### src/rtl/mac_pkg.sv
// rtl/mac_pkg.sv - shared MII receiver state codes, MAC constants and capture FSM type
package mac_pkg;

    localparam int MAC_W = 48;

    localparam logic [2:0] NO_FRAME  = 3'b000;
    localparam logic [2:0] PREAMBLE  = 3'b001;
    localparam logic [2:0] DELIMITER = 3'b010;
    localparam logic [2:0] DEST_ADDR = 3'b011;
    localparam logic [2:0] SRC_ADDR  = 3'b100;
    localparam logic [2:0] LENGTH    = 3'b101;
    localparam logic [2:0] DATA      = 3'b110;
    localparam logic [2:0] FCS       = 3'b111;

    localparam logic [MAC_W-1:0] BCAST_ADDR = 48'hFFFF_FFFF_FFFF;

    typedef enum logic [1:0] {
        CAP_IDLE,
        CAP_HDR,
        CAP_BODY
    } cap_state_t;

    // Group bit is the LSB of the first transmitted address byte.
    function automatic logic is_group(input logic [MAC_W-1:0] addr);
        return addr[MAC_W-8];
    endfunction

endpackage

### src/rtl/sat_counter.sv
// rtl/sat_counter.sv - saturating event counter, sticks at all-ones
module sat_counter #(
    parameter int CNT_W = 16
) (
    input  logic             iclk,
    input  logic             irst,
    input  logic             inc,
    output logic [CNT_W-1:0] cnt
);

    always_ff @(posedge iclk or posedge irst) begin
        if (irst) begin
            cnt <= '0;
        end else if (inc && (cnt != {CNT_W{1'b1}})) begin
            cnt <= cnt + CNT_W'(1);
        end
    end

endmodule

### src/rtl/mac_header_extractor.sv
// rtl/mac_header_extractor.sv - captures DA/SA per frame and issues one MAC-table request
module mac_header_extractor
    import mac_pkg::*;
#(
    parameter int PORT_W  = 2,
    parameter int PORT_ID = 0,
    parameter int CNT_W   = 16
) (
    input  logic              iclk,
    input  logic              irst,
    input  logic [2:0]        i_state,
    input  logic [7:0]        i_data,
    input  logic              i_dv,
    input  logic              i_change,
    input  logic              i_error,
    input  logic              i_req_ready,
    output logic              o_req_valid,
    output logic [MAC_W-1:0]  o_da,
    output logic [MAC_W-1:0]  o_sa,
    output logic [PORT_W-1:0] o_port,
    output logic              o_bcast,
    output logic              o_mcast,
    output logic [CNT_W-1:0]  o_good_cnt,
    output logic [CNT_W-1:0]  o_err_cnt,
    output logic [CNT_W-1:0]  o_drop_cnt
);

    cap_state_t       state;
    logic [MAC_W-1:0] da_sr;
    logic [MAC_W-1:0] sa_sr;
    logic [2:0]       da_cnt;
    logic [2:0]       sa_cnt;
    logic             err_flag;

    logic in_frame;
    logic sof;
    logic eof;
    logic restart;
    logic frame_ok;
    logic eof_good;
    logic slot_free;
    logic load;
    logic drop;
    logic err_inc;

    assign in_frame  = (state != CAP_IDLE);
    assign sof       = i_change && (i_state == PREAMBLE);
    assign eof       = i_change && (i_state == NO_FRAME) && in_frame;
    assign restart   = sof && in_frame;
    // i_error in the end-of-frame cycle itself must still spoil the frame.
    assign frame_ok  = !err_flag && !i_error && (da_cnt == 3'd6) && (sa_cnt == 3'd6);
    assign eof_good  = eof && frame_ok;
    assign slot_free = !o_req_valid || i_req_ready;
    assign load      = eof_good && slot_free;
    assign drop      = eof_good && !slot_free;
    assign err_inc   = (eof && !frame_ok) || restart;

    assign o_port = PORT_W'(PORT_ID);

    always_ff @(posedge iclk or posedge irst) begin
        if (irst) begin
            state    <= CAP_IDLE;
            da_sr    <= '0;
            sa_sr    <= '0;
            da_cnt   <= '0;
            sa_cnt   <= '0;
            err_flag <= 1'b0;
        end else if (sof) begin
            state    <= CAP_HDR;
            da_sr    <= '0;
            sa_sr    <= '0;
            da_cnt   <= '0;
            sa_cnt   <= '0;
            err_flag <= i_error;
        end else begin
            case (state)
                CAP_IDLE: ;
                CAP_HDR: begin
                    if (i_error) err_flag <= 1'b1;
                    if (i_dv && (i_state == DEST_ADDR)) begin
                        da_sr <= {da_sr[MAC_W-9:0], i_data};
                        if (da_cnt != 3'd7) da_cnt <= da_cnt + 3'd1;
                    end
                    if (i_dv && (i_state == SRC_ADDR)) begin
                        sa_sr <= {sa_sr[MAC_W-9:0], i_data};
                        if (sa_cnt != 3'd7) sa_cnt <= sa_cnt + 3'd1;
                    end
                    if (eof) begin
                        state <= CAP_IDLE;
                    end else if (i_change && (i_state == LENGTH)) begin
                        state <= CAP_BODY;
                    end
                end
                CAP_BODY: begin
                    if (i_error) err_flag <= 1'b1;
                    if (eof) state <= CAP_IDLE;
                end
                default: state <= CAP_IDLE;
            endcase
        end
    end

    // The slot is independent of capture so the next frame can be parsed while it is held.
    always_ff @(posedge iclk or posedge irst) begin
        if (irst) begin
            o_req_valid <= 1'b0;
            o_da        <= '0;
            o_sa        <= '0;
            o_bcast     <= 1'b0;
            o_mcast     <= 1'b0;
        end else if (load) begin
            o_req_valid <= 1'b1;
            o_da        <= da_sr;
            o_sa        <= sa_sr;
            o_bcast     <= (da_sr == BCAST_ADDR);
            o_mcast     <= is_group(da_sr);
        end else if (o_req_valid && i_req_ready) begin
            o_req_valid <= 1'b0;
        end
    end

    sat_counter #(.CNT_W(CNT_W)) u_good_cnt (
        .iclk (iclk),
        .irst (irst),
        .inc  (load),
        .cnt  (o_good_cnt)
    );

    sat_counter #(.CNT_W(CNT_W)) u_err_cnt (
        .iclk (iclk),
        .irst (irst),
        .inc  (err_inc),
        .cnt  (o_err_cnt)
    );

    sat_counter #(.CNT_W(CNT_W)) u_drop_cnt (
        .iclk (iclk),
        .irst (irst),
        .inc  (drop),
        .cnt  (o_drop_cnt)
    );

endmodule

### config.mk
export PLATFORM = sky130hd
export DESIGN_NAME = mac_header_extractor
export DESIGN_NICKNAME = d
export VERILOG_FILES = /design/src/rtl/mac_pkg.sv /design/src/rtl/sat_counter.sv /design/src/rtl/mac_header_extractor.sv
export SDC_FILE = /design/constraint.sdc
export NUM_CORES = 1
export LEC_CHECK = 0
export ABC_AREA = 1
export CAP_MARGIN = 20
export CORE_MARGIN = 4
export CORE_UTILIZATION = 45
export CTS_CLUSTER_SIZE = 40
export DETAILED_ROUTE_END_ITERATION = 6
export GPL_TIMING_DRIVEN = 1
export PLACE_DENSITY_LB_ADDON = 0.3
export SYNTH_ARGS = -nofsm -noshare
export SYNTH_HDL_FRONTEND = slang
export SYNTH_SLANG_ARGS = --single-unit
### constraint.sdc
create_clock -name iclk -period 17.63 [get_ports iclk]
set_input_delay 2.6445 -clock iclk [delete_from_list [all_inputs] [get_ports iclk]]
set_output_delay 2.6445 -clock iclk [all_outputs]
set_load 0.05 [all_outputs]
==> results of run 1 <==
## worst max-delay path, stage by stage
cell             delay [ns]
clkdlybuf4s50_1        0.43
nor2_1                 0.24
inv_1                  0.15
nand3_4                0.53
buf_4                  0.71
buf_4                  0.71
o21ai_0                0.20
## registers in the layout, indices dropped and copies added (netlist names)
name / flops
o_sa: 48
u_good_cnt.cnt: 16
err_flag: 1
da_sr: 48
u_drop_cnt.cnt: 16
o_da: 48
da_cnt: 3
o_bcast: 1
sa_cnt: 3
o_req_valid: 1
sa_sr: 48
state: 2
u_err_cnt.cnt: 16
## worst max-delay path by stage
stage               slack (ns)   endpoint
floorplan                 8.09  da_cnt[0]
global route             11.99   o_da[36]
CTS                      12.31   o_sa[44]
global placement         11.78    o_bcast
detailed placement       11.76    o_bcast
finish                   12.26    o_bcast
## synth_stat cells, drive strengths merged
library cell	instances	area (µm²)
nand4	15	93.8
o21ai	209	1270
conb	1	3.75
buf	45	348
inv	150	563
nand3b	1	7.51
nand3	105	558
nand2	403	1530
ha	12	150
clkbuf	14	53.8
o211a	1	10.0
nor3	1	5.00
nor2	84	363
xnor2	14	123
a21oi	3	15.0
dfrtp	251	6280
o22ai	2	12.5
xor2	10	87.6
or2	1	6.26
clkinv	1	3.75
## area by class of cell
type / instances / area, µm² / area share [%]
clock buffers: 35 / 706 / 5.02
multi-input cells: 863 / 4250 / 30.2
flip-flops and latches: 251 / 6280 / 44.7
clock inverters: 11 / 143 / 1.02
well taps: 330 / 413 / 2.94
diodes: 1 / 2.50 / 0.0178
repair buffers: 170 / 1680 / 12.0
inverters: 151 / 574 / 4.09
## per-stage QoR
stage	hold WS [ns]	instance area (µm²)	worst slack (ns)	utilization, %
final	0.479	14000	12.26	55.8
after floorplan	0.450	11500	8.09	-
after detailed placement	0.469	13200	11.76	52.4
after global placement	0.465	13200	11.78	52.4
after global routing	0.487	14000	11.99	55.8
after CTS	0.483	14000	12.31	55.8
## power by group
part	switching [mW]	internal [mW]	total, mW
combinational	0.116	0.0520	0.168
clock	0.224	0.325	0.549
sequential	0.0563	0.651	0.707
total	0.396	1.03	1.42
## layout by cell type, fill, tap and decap left out, drive strengths merged
cell type      instances
conb                   2
a21oi                  3
bufinv                 3
clkdlybuf4s50        163
nor3                   1
o211a                  1
buf                    7
xnor2                 14
clkinv                 6
clkinvlp               2
or2                    1
nand3b                 1
nand2                403
o22ai                  2
inv                  151
diode                  1
nor2                  84
nand4                 15
ha                    12
xor2                  10
nand3                105
o21ai                209
dfrtp                251
clkbuf                35
## routing by layer
metal / wire length, µm / vias up / track usage (%)
met4: 544 / 2 / 4.02
met2: 11900 / 218 / 29.4
met5: 8 / - / 0
met3: 1610 / 45 / 4.39
li1: - / 4479 / -
met1: 11500 / 4180 / 24.5
## logic make-up after synthesis
| family | count (synthesis) | share of synthesized area, % |
|---|---|---|
| AO/OA/AOI/OAI | 215 | 11.4 |
| flip-flops | 251 | 54.7 |
| AND/OR/NAND/NOR | 610 | 22.3 |
| XOR/XNOR | 24 | 1.83 |
| adder cells (fa/ha/maj) | 12 | 1.31 |
| buffers and inverters | 210 | 8.43 |
| other | 1 | 0.0326 |
==> reports/metrics.yaml, run 1 <==
outcome:
  status: "completed"
critical_path:
  path_max_fanout: 80
  worst-r2r-cell-count: 10
  worstSetupEndpointType: "flip-flop"
  r2r-end: "o_bcast"
  ff2ff_setup_slack_ns: 14.24
  path_class: "primary input to flip-flop"
  required_ns: 18.01
  arrival_ns: 5.74
  critPathLaunchType: "primary input"
  setup.worst_path.start: "i_req_ready"
  r2r_start: "da_cnt[0]"
placement:
  hpwlAfterDp_um: 17100
  io_buffers: 163
  place_inst: 1765
  gp_congestion: 0.864
synth:
  synthCells: 1323
  yosysUniqueCellTypes: 32
  synth_warnings: 0
  synth_seq_cells: 251
  yosysSeqAreaShare_pct: 54.7
  synth_area_per_cell_um2: 8.69
  synthesis.area_um2: 11500
detailed_routing:
  routed_wl_um: 25600
  drt_iter0_markers: 567
  via_count: 8924
  vias_per_cell: 4.92
  drtPass1Iterations: 5
  drc: 0
  wire_per_inst_um: 14.1
  antenna_left: 0
die:
  die_w_um: 168
  start_util_pct: 45.6
  rows: 58
  pin_count: 166
  die-area_um2: 28200
  fp.dieH_um: 168
  design.core.area_um2: 25200
sta:
  rsz0062_at_grt: "no"
  relSlewSlack_pct: 30.8
  fmax_mhz: 186
  setup_viol: 0
  finalHoldViolCount: 0
  slew_violations: 0
  tightest_slew_ns: 1.04
  period_minus_slack_ns: 5.37
  setup_tns_ns: 0
  finalCritPeriodShare_pct: 30.4
  fin_skew_ns: 0.00645
global_routing:
  track_usage_pct: 18.0
  antenna_found_initial: 1
  grt_max_degree: 132
  grt_pass1_vias: 8707
  overflow: 0
  grt_pass1_wl_um: 43000
clock_network:
  path_clk_slew_ns: 0.06
  numCtsBuffers: 27
  cts_hold_buf: 0
  root_buffer: "clkbuf_16"
  cts_buffer_depth: 3
  clock_sinks: 251
  cts_setup_buffers: 0
  ctsResizeCount: 0
  clkLatencyLatePin_ns: 0.53
  cts_htree_levels: 1
  cts_tree: "yes"
layout:
  area_growth_syn_to_layout_pct: 22.3
  layout.nets: 1493
  fin_cells: 1812
  drive_above_1_share_pct: 8.78
  fillCellCount: 2292
run:
  cap_violations: 0
power_and_ir_drop:
  power_density_nw_per_um2: 101
  p_leak_nw: 6.29
  peakVddDrop_v: 0.0000742
  total_power_mw: 1.42
hold_path:
  hold_path.class: "flip-flop to flip-flop"
  min_path_cells: 2
  hold_end: "o_da[12]"
  worstHoldStart: "o_da[12]"
(Power assumes the default switching activity.)
==> run 2, diff against run 1 <==
==> constraint.sdc (replaced) <==
create_clock -name iclk -period 4.5 [get_ports iclk]
set_input_delay 0.675 -clock iclk [delete_from_list [all_inputs] [get_ports iclk]]
set_output_delay 0.675 -clock iclk [all_outputs]
set_load 0.05 [all_outputs]
==> run 2 against run 1 <==
Against the previous run:
- via count shrank 1.0%
- clock skew grew 0.0043 ns
- critical endpoint is now da_sr[24]
- design area grew 0.77%
- non-clock buffer count grew 4
- combinational power grew to 4.0 times the previous value
- final cell count grew 0.33%
- clock power grew to 4.0 times the previous value
- routed wire length grew 0.34%
==> reports/metrics.yaml, run 2 (same netlist as run 1, synthesis figures left out) <==
layout:
  drive_above_1_share_pct: 9.48  # was 8.78%
  area_growth_syn_to_layout_pct: 23.2  # was 22.3%
  final_cell_mix: "nand2_1 (399), dfrtp_1 (251), clkdlybuf4s50_1 (163)"  # unchanged
  final_common_cell: "nand2_1"  # unchanged
  post-route-util_pct: 56.2  # was 55.8%
  layout.nets: 1497  # was 1,493
  fillCellCount: 2270  # was 2,292
  fin_cells: 1818  # was 1,812
  design_area_um2: 14200  # was 14,000 µm²
placement:
  gp_congestion: 0.836  # was 0.864
  place_inst: 1769  # was 1,765
  place_area_um2: 13300  # was 13,200 µm²
  hpwlAfterDp_um: 17600  # was 17,100 µm
  io_buffers: 163  # unchanged
  place_worst_setup_slack_ns: 1.40  # was 11.76 ns
detailed_routing:
  drc: 0  # unchanged
  routed_wl_um: 25700  # was 25,600 µm
  wire_per_inst_um: 14.1  # about the same
  vias_per_cell: 4.86  # was 4.92
  drtPass1Iterations: 5  # unchanged
  via_count: 8833  # was 8,924
  antenna_left: 0  # unchanged
  drt_iter0_markers: 529  # was 567
clock_network:
  cts_hold_buf: 0  # unchanged
  ctsResizeCount: 0  # unchanged
  cts_setup_buffers: 0  # unchanged
  clock_sinks: 251  # unchanged
  cts_buffer_depth: 3  # unchanged
  cts_htree_levels: 1  # unchanged
  clkLatencyLatePin_ns: 0.51  # was 0.53 ns
  numCtsBuffers: 27  # unchanged
  cts_tree: "yes"  # unchanged
  path_clk_slew_ns: 0.06  # about the same
  root_buffer: "clkbuf_16"  # unchanged
outcome:
  status: "completed"  # unchanged
critical_path:
  path_max_fanout: 48  # was 80
  worst-r2r-cell-count: 9  # was 10
  required_ns: 4.94  # was 18.01 ns
  arrival_ns: 3.02  # was 5.74 ns
  worstSetupEndpointType: "flip-flop"  # unchanged
  critPathLaunchType: "primary input"  # unchanged
  path_class: "primary input to flip-flop"  # unchanged
die:
  pin_count: 166  # unchanged
  rows: 58  # unchanged
  start_util_pct: 45.6  # unchanged
  fp.dieH_um: 168  # unchanged
  die-area_um2: 28200  # unchanged
  design.core.area_um2: 25200  # unchanged
  die_w_um: 168  # unchanged
global_routing:
  grt_pass1_wl_um: 43700  # was 43,000 µm
  track_usage_pct: 18.3  # was 18.0%
  grt_pass1_vias: 8650  # was 8,707
  overflow: 0  # unchanged
  antenna_found_initial: 5  # was 1
  grt_max_degree: 163  # was 132
hold_path:
  min_path_cells: 2  # unchanged
  hold_path.class: "flip-flop to flip-flop"  # unchanged
power_and_ir_drop:
  peakVddDrop_v: 0.000267  # was 0.0000742 V
  p_leak_nw: 6.35  # was 6.29 nW
  power_density_nw_per_um2: 396  # was 101 nW/µm²
  total_power_mw: 5.61  # was 1.42 mW
sta:
  rsz0062_at_grt: "no"  # unchanged
  setup_tns_ns: 0  # unchanged
  tightest_slew_ns: 0.904  # was 1.04 ns
  hold_ws_ns: 0.480  # was 0.479 ns
  finalHoldViolCount: 0  # unchanged
  fin_skew_ns: 0.0107  # was 0.00645 ns
  worst_slack_ns: 1.92  # was 12.26 ns
  period_minus_slack_ns: 2.58
  slew_violations: 0  # unchanged
  finalCritPeriodShare_pct: 57.3
  setup_viol: 0  # unchanged
  relSlewSlack_pct: 39.6  # was 30.8%
  fmax_mhz: 388
run:
  cap_violations: 0  # unchanged
==> run 2: final cells by class <==
class	instances	area, µm²	area share (%)
Tap cell	330	413	2.92
Antenna cell	1	2.50	0.0177
Clock buffer	35	756	5.34
Clock inverter	13	124	0.875
Timing Repair Buffer	174	1760	12.5
Multi-Input combinational cell	863	4250	30.0
Inverter	151	571	4.03
Sequential cell	251	6280	44.4
==> run 2: path summary, 6_finish.rpt <==
check	from	endpoint	slack, ns
max	i_state[0]	da_sr[24]	1.92
min	o_da[8]	o_da[8]	0.48
max reg2reg	state[0]	u_good_cnt.cnt[3]	1.94
min reg2reg	o_da[8]	o_da[8]	0.48
max in group asynchronous	irst	sa_sr[6]	3.01
min in group asynchronous	irst	o_sa[47]	0.68
==> run 2: per-layer routing <==
| metal | share of wire (%) | vias to the layer above | track usage [%] | wire length (µm) |
|---|---|---|---|---|
| met1 | 46 | 4142 | 25.5 | 11800 |
| met4 | 1.2 | 8 | 3.14 | 308 |
| met5 | 0.16 | - | 0 | 40 |
| met2 | 47 | 174 | 29.7 | 12000 |
| met3 | 6.1 | 30 | 4.39 | 1560 |
| li1 | - | 4479 | - | - |
==> run 2: power breakdown <==
part           internal, mW  leakage [nW]  switching [mW]
registers              2.55          3.43           0.213
logic                 0.208          2.49           0.464
clock network          1.29         0.436           0.880
==> run 2: critical path: stages <==
cell and delay [ns]:
clkdlybuf4s50_1 0.54, nand2_1 0.11, nor2_2 0.15, nand2_4 0.32, nand2_2 0.59, buf_4 0.39
nand3_1 0.11, o21ai_1 0.10
==> run 3, diff against run 2 <==
==> constraint.sdc (replaced) <==
create_clock -name iclk -period 2.6 [get_ports iclk]
set_input_delay 0.39 -clock iclk [delete_from_list [all_inputs] [get_ports iclk]]
set_output_delay 0.39 -clock iclk [all_outputs]
set_load 0.05 [all_outputs]
==> run 3 against run 2 <==
Against the previous run:
- the run now ends with design-rule violations left
- first-iteration DRC count is 4.2% higher
- largest power group unchanged
- clock power rose by 78%
- global-route usage increased by 0.54 points
- design area is 0.88% higher
- sequential cell count is the same
- non-clock buffer count is 5 higher
- hold slack worse by 0.18 ns
- sequential power rose by 74%
- register-to-register slack got worse by 1.4 ns
- sequential share of layout area shrank 0.39 points
- utilization grew 0.50 points
==> reports/metrics.yaml, run 3 (same netlist as run 1, synthesis figures left out) <==
power_and_ir_drop:
  p_int_mw: 7.13  # was 4.05 mW
  seq_power_share_pct: 48.7  # was 49.2%
  peakVddDrop_v: 0.000352  # was 0.000267 V
  switching_power_mw: 2.70  # was 1.56 mW
  p_comb_share_pct: 12.0  # about the same
  total_power_mw: 9.84  # was 5.61 mW
  power_density_nw_per_um2: 689  # was 396 nW/µm²
  clkPwrFrac_pct: 39.3  # was 38.8%
  p_sw_share_pct: 27.5  # was 27.8%
  p_leak_nw: 6.41  # was 6.35 nW
detailed_routing:
  routed_wl_um: 26500  # was 25,700 µm
  vias_per_cell: 4.93  # was 4.86
  wire_per_inst_um: 14.6  # was 14.1 µm
  via_count: 8986  # was 8,833
  antenna_left: 0  # unchanged
  drc: 1  # was 0
  drt_iter0_markers: 551  # was 529
  drtPass1Iterations: 7  # was 5
clock_network:
  numCtsBuffers: 27  # unchanged
  cts_htree_levels: 1  # unchanged
  ctsResizeCount: 0  # unchanged
  cts_setup_buffers: 0  # unchanged
  clock_sinks: 251  # unchanged
  root_buffer: "clkbuf_16"  # unchanged
  path_clk_slew_ns: 0.06  # about the same
  cts_buffer_depth: 3  # unchanged
  cts_tree: "yes"  # unchanged
  cts_hold_buf: 0  # unchanged
  clkLatencyLatePin_ns: 0.51  # about the same
critical_path:
  cp_slowest_stage_delay_ns: 0.86  # was 0.59 ns
  cp_slowest_cell: "clkdlybuf4s50_1"  # was nand2_2
  arrival_ns: 1.88  # was 3.02 ns
  path_max_fanout: 5  # was 48
  path_buf_inv: 1  # was 2
  worstSetupEndpointType: "output port"  # was flip-flop
  r2r_start: "da_cnt[0]"  # was state[0]
  setup.worst_path.start: "u_good_cnt.cnt[4]"  # was i_state[0]
  critPathLaunchType: "flip-flop"  # was primary input
  path_delay_family: "buffers and inverters"  # was simple AND/OR/NAND/NOR gates
  path_class: "flip-flop to output port"  # was primary input to flip-flop
  required_ns: 2.21  # was 4.94 ns
  crit_chain: "clkdlybuf4s50_1"  # was clkdlybuf4s50_1 > nand2_1 > nor2_2 > nand2_4 > nand2_2 > buf_4 > nand3_1 > o21ai_1
global_routing:
  globalRouteMet1Util_pct: 26.4  # was 25.5%
  met3_usage_pct: 4.04  # was 4.39%
  antenna_found_initial: 3  # was 5
  grt_pass1_wl_um: 44500  # was 43,700 µm
  top_usage_layer: "met2"  # unchanged
  overflow: 0  # unchanged
  track_usage_pct: 18.8  # was 18.3%
  grt_max_degree: 95  # was 163
  grt_util_met2_pct: 30.8  # was 29.7%
  grt_pass1_vias: 8749  # was 8,650
sta:
  rsz0062_at_grt: "no"  # unchanged
  slew_violations: 0  # unchanged
  fmax_mhz: 441
  period_minus_slack_ns: 2.27
  relSlewSlack_pct: 58.8  # was 39.6%
  fin_skew_ns: 0.0131  # was 0.0107 ns
  tightest_slew_ns: 0.617  # was 0.904 ns
  finalHoldViolCount: 0  # unchanged
  finalCritPeriodShare_pct: 87.1
  setup_tns_ns: 0  # unchanged
  setup_viol: 0  # unchanged
layout:
  layout.nets: 1502  # was 1,497
  n_antenna_cell: 0  # was 1
  post-route-util_pct: 56.7  # was 56.2%
  final_cell_mix: "nand2_1 (399), dfrtp_1 (251), clkdlybuf4s50_1 (163)"  # unchanged
  area_growth_syn_to_layout_pct: 24.3  # was 23.2%
  final_common_cell: "nand2_1"  # unchanged
  fin_cells: 1823  # was 1,818
  drive_above_1_share_pct: 9.71  # was 9.48%
outcome:
  violations: "design-rule violations"
  status: "finished with violations"  # was completed
placement:
  io_buffers: 163  # unchanged
  place_inst: 1774  # was 1,769
  hpwlAfterDp_um: 18300  # was 17,600 µm
  gp_congestion: 0.901  # was 0.836
hold_path:
  hold_path.class: "primary input to async pin"  # was flip-flop to flip-flop
die:
  die_w_um: 168  # unchanged
  start_util_pct: 45.6  # unchanged
  design.core.area_um2: 25200  # unchanged
  pin_count: 166  # unchanged
  rows: 58  # unchanged
  fp.dieH_um: 168  # unchanged
  die-area_um2: 28200  # unchanged
run:
  cap_violations: 0  # unchanged
run 3: final timing paths:
path                                     end  slack [ns]  cells after the start
min reg2reg                         o_sa[43]        0.48                      2
max in group asynchronous           o_sa[17]        1.51                      3
min                                 o_sa[35]        0.30                      2
min in group iclk                   o_sa[43]        0.48                      2
max reg2reg                u_good_cnt.cnt[3]        0.56                     10
max                            o_good_cnt[4]        0.33                      1
run 3: routing by layer:
| metal | wire [µm] | vias to the layer above |
|---|---|---|
| met2 | 12400 | 214 |
| met1 | 12100 | 4237 |
| li1 | - | 4495 |
| met5 | 41 | - |
| met4 | 283 | 6 |
| met3 | 1680 | 34 |
run 3: layout make-up:
class                           count  area, µm²
Clock inverter                     12        144
Clock buffer                       37        763
Tap cell                          330        413
Sequential cell                   251       6280
Inverter                          151        571
Multi-Input combinational cell    863       4250
Fill cell                        2229      10900
Timing Repair Buffer              179       1860
run 3: metrics by stage:
stage / area, µm² / setup slack (ns) / hold WS, ns
4_1_cts: 14300 / 0.322 / 0.288
3_3_place_gp: 13400 / 0.368 / 0.464
2_1_floorplan: 11500 / -1.09 / 0.450
6_report: 14300 / 0.334 / 0.298
3_5_place_dp: 13400 / 0.309 / 0.468
5_1_grt: 14300 / 0.270 / 0.339
run 3: power by group through the flow:
stage / sequential (mW) / clock, mW / combinational (mW)
final: 4.79 / 3.87 / 1.18
after global placement: 4.84 / 0 / 1.17
after CTS: 4.79 / 3.99 / 1.21
after floorplan: 4.83 / 0 / 0.785
after detailed placement: 4.86 / 0 / 1.20
after global routing: 4.86 / 4.17 / 1.35
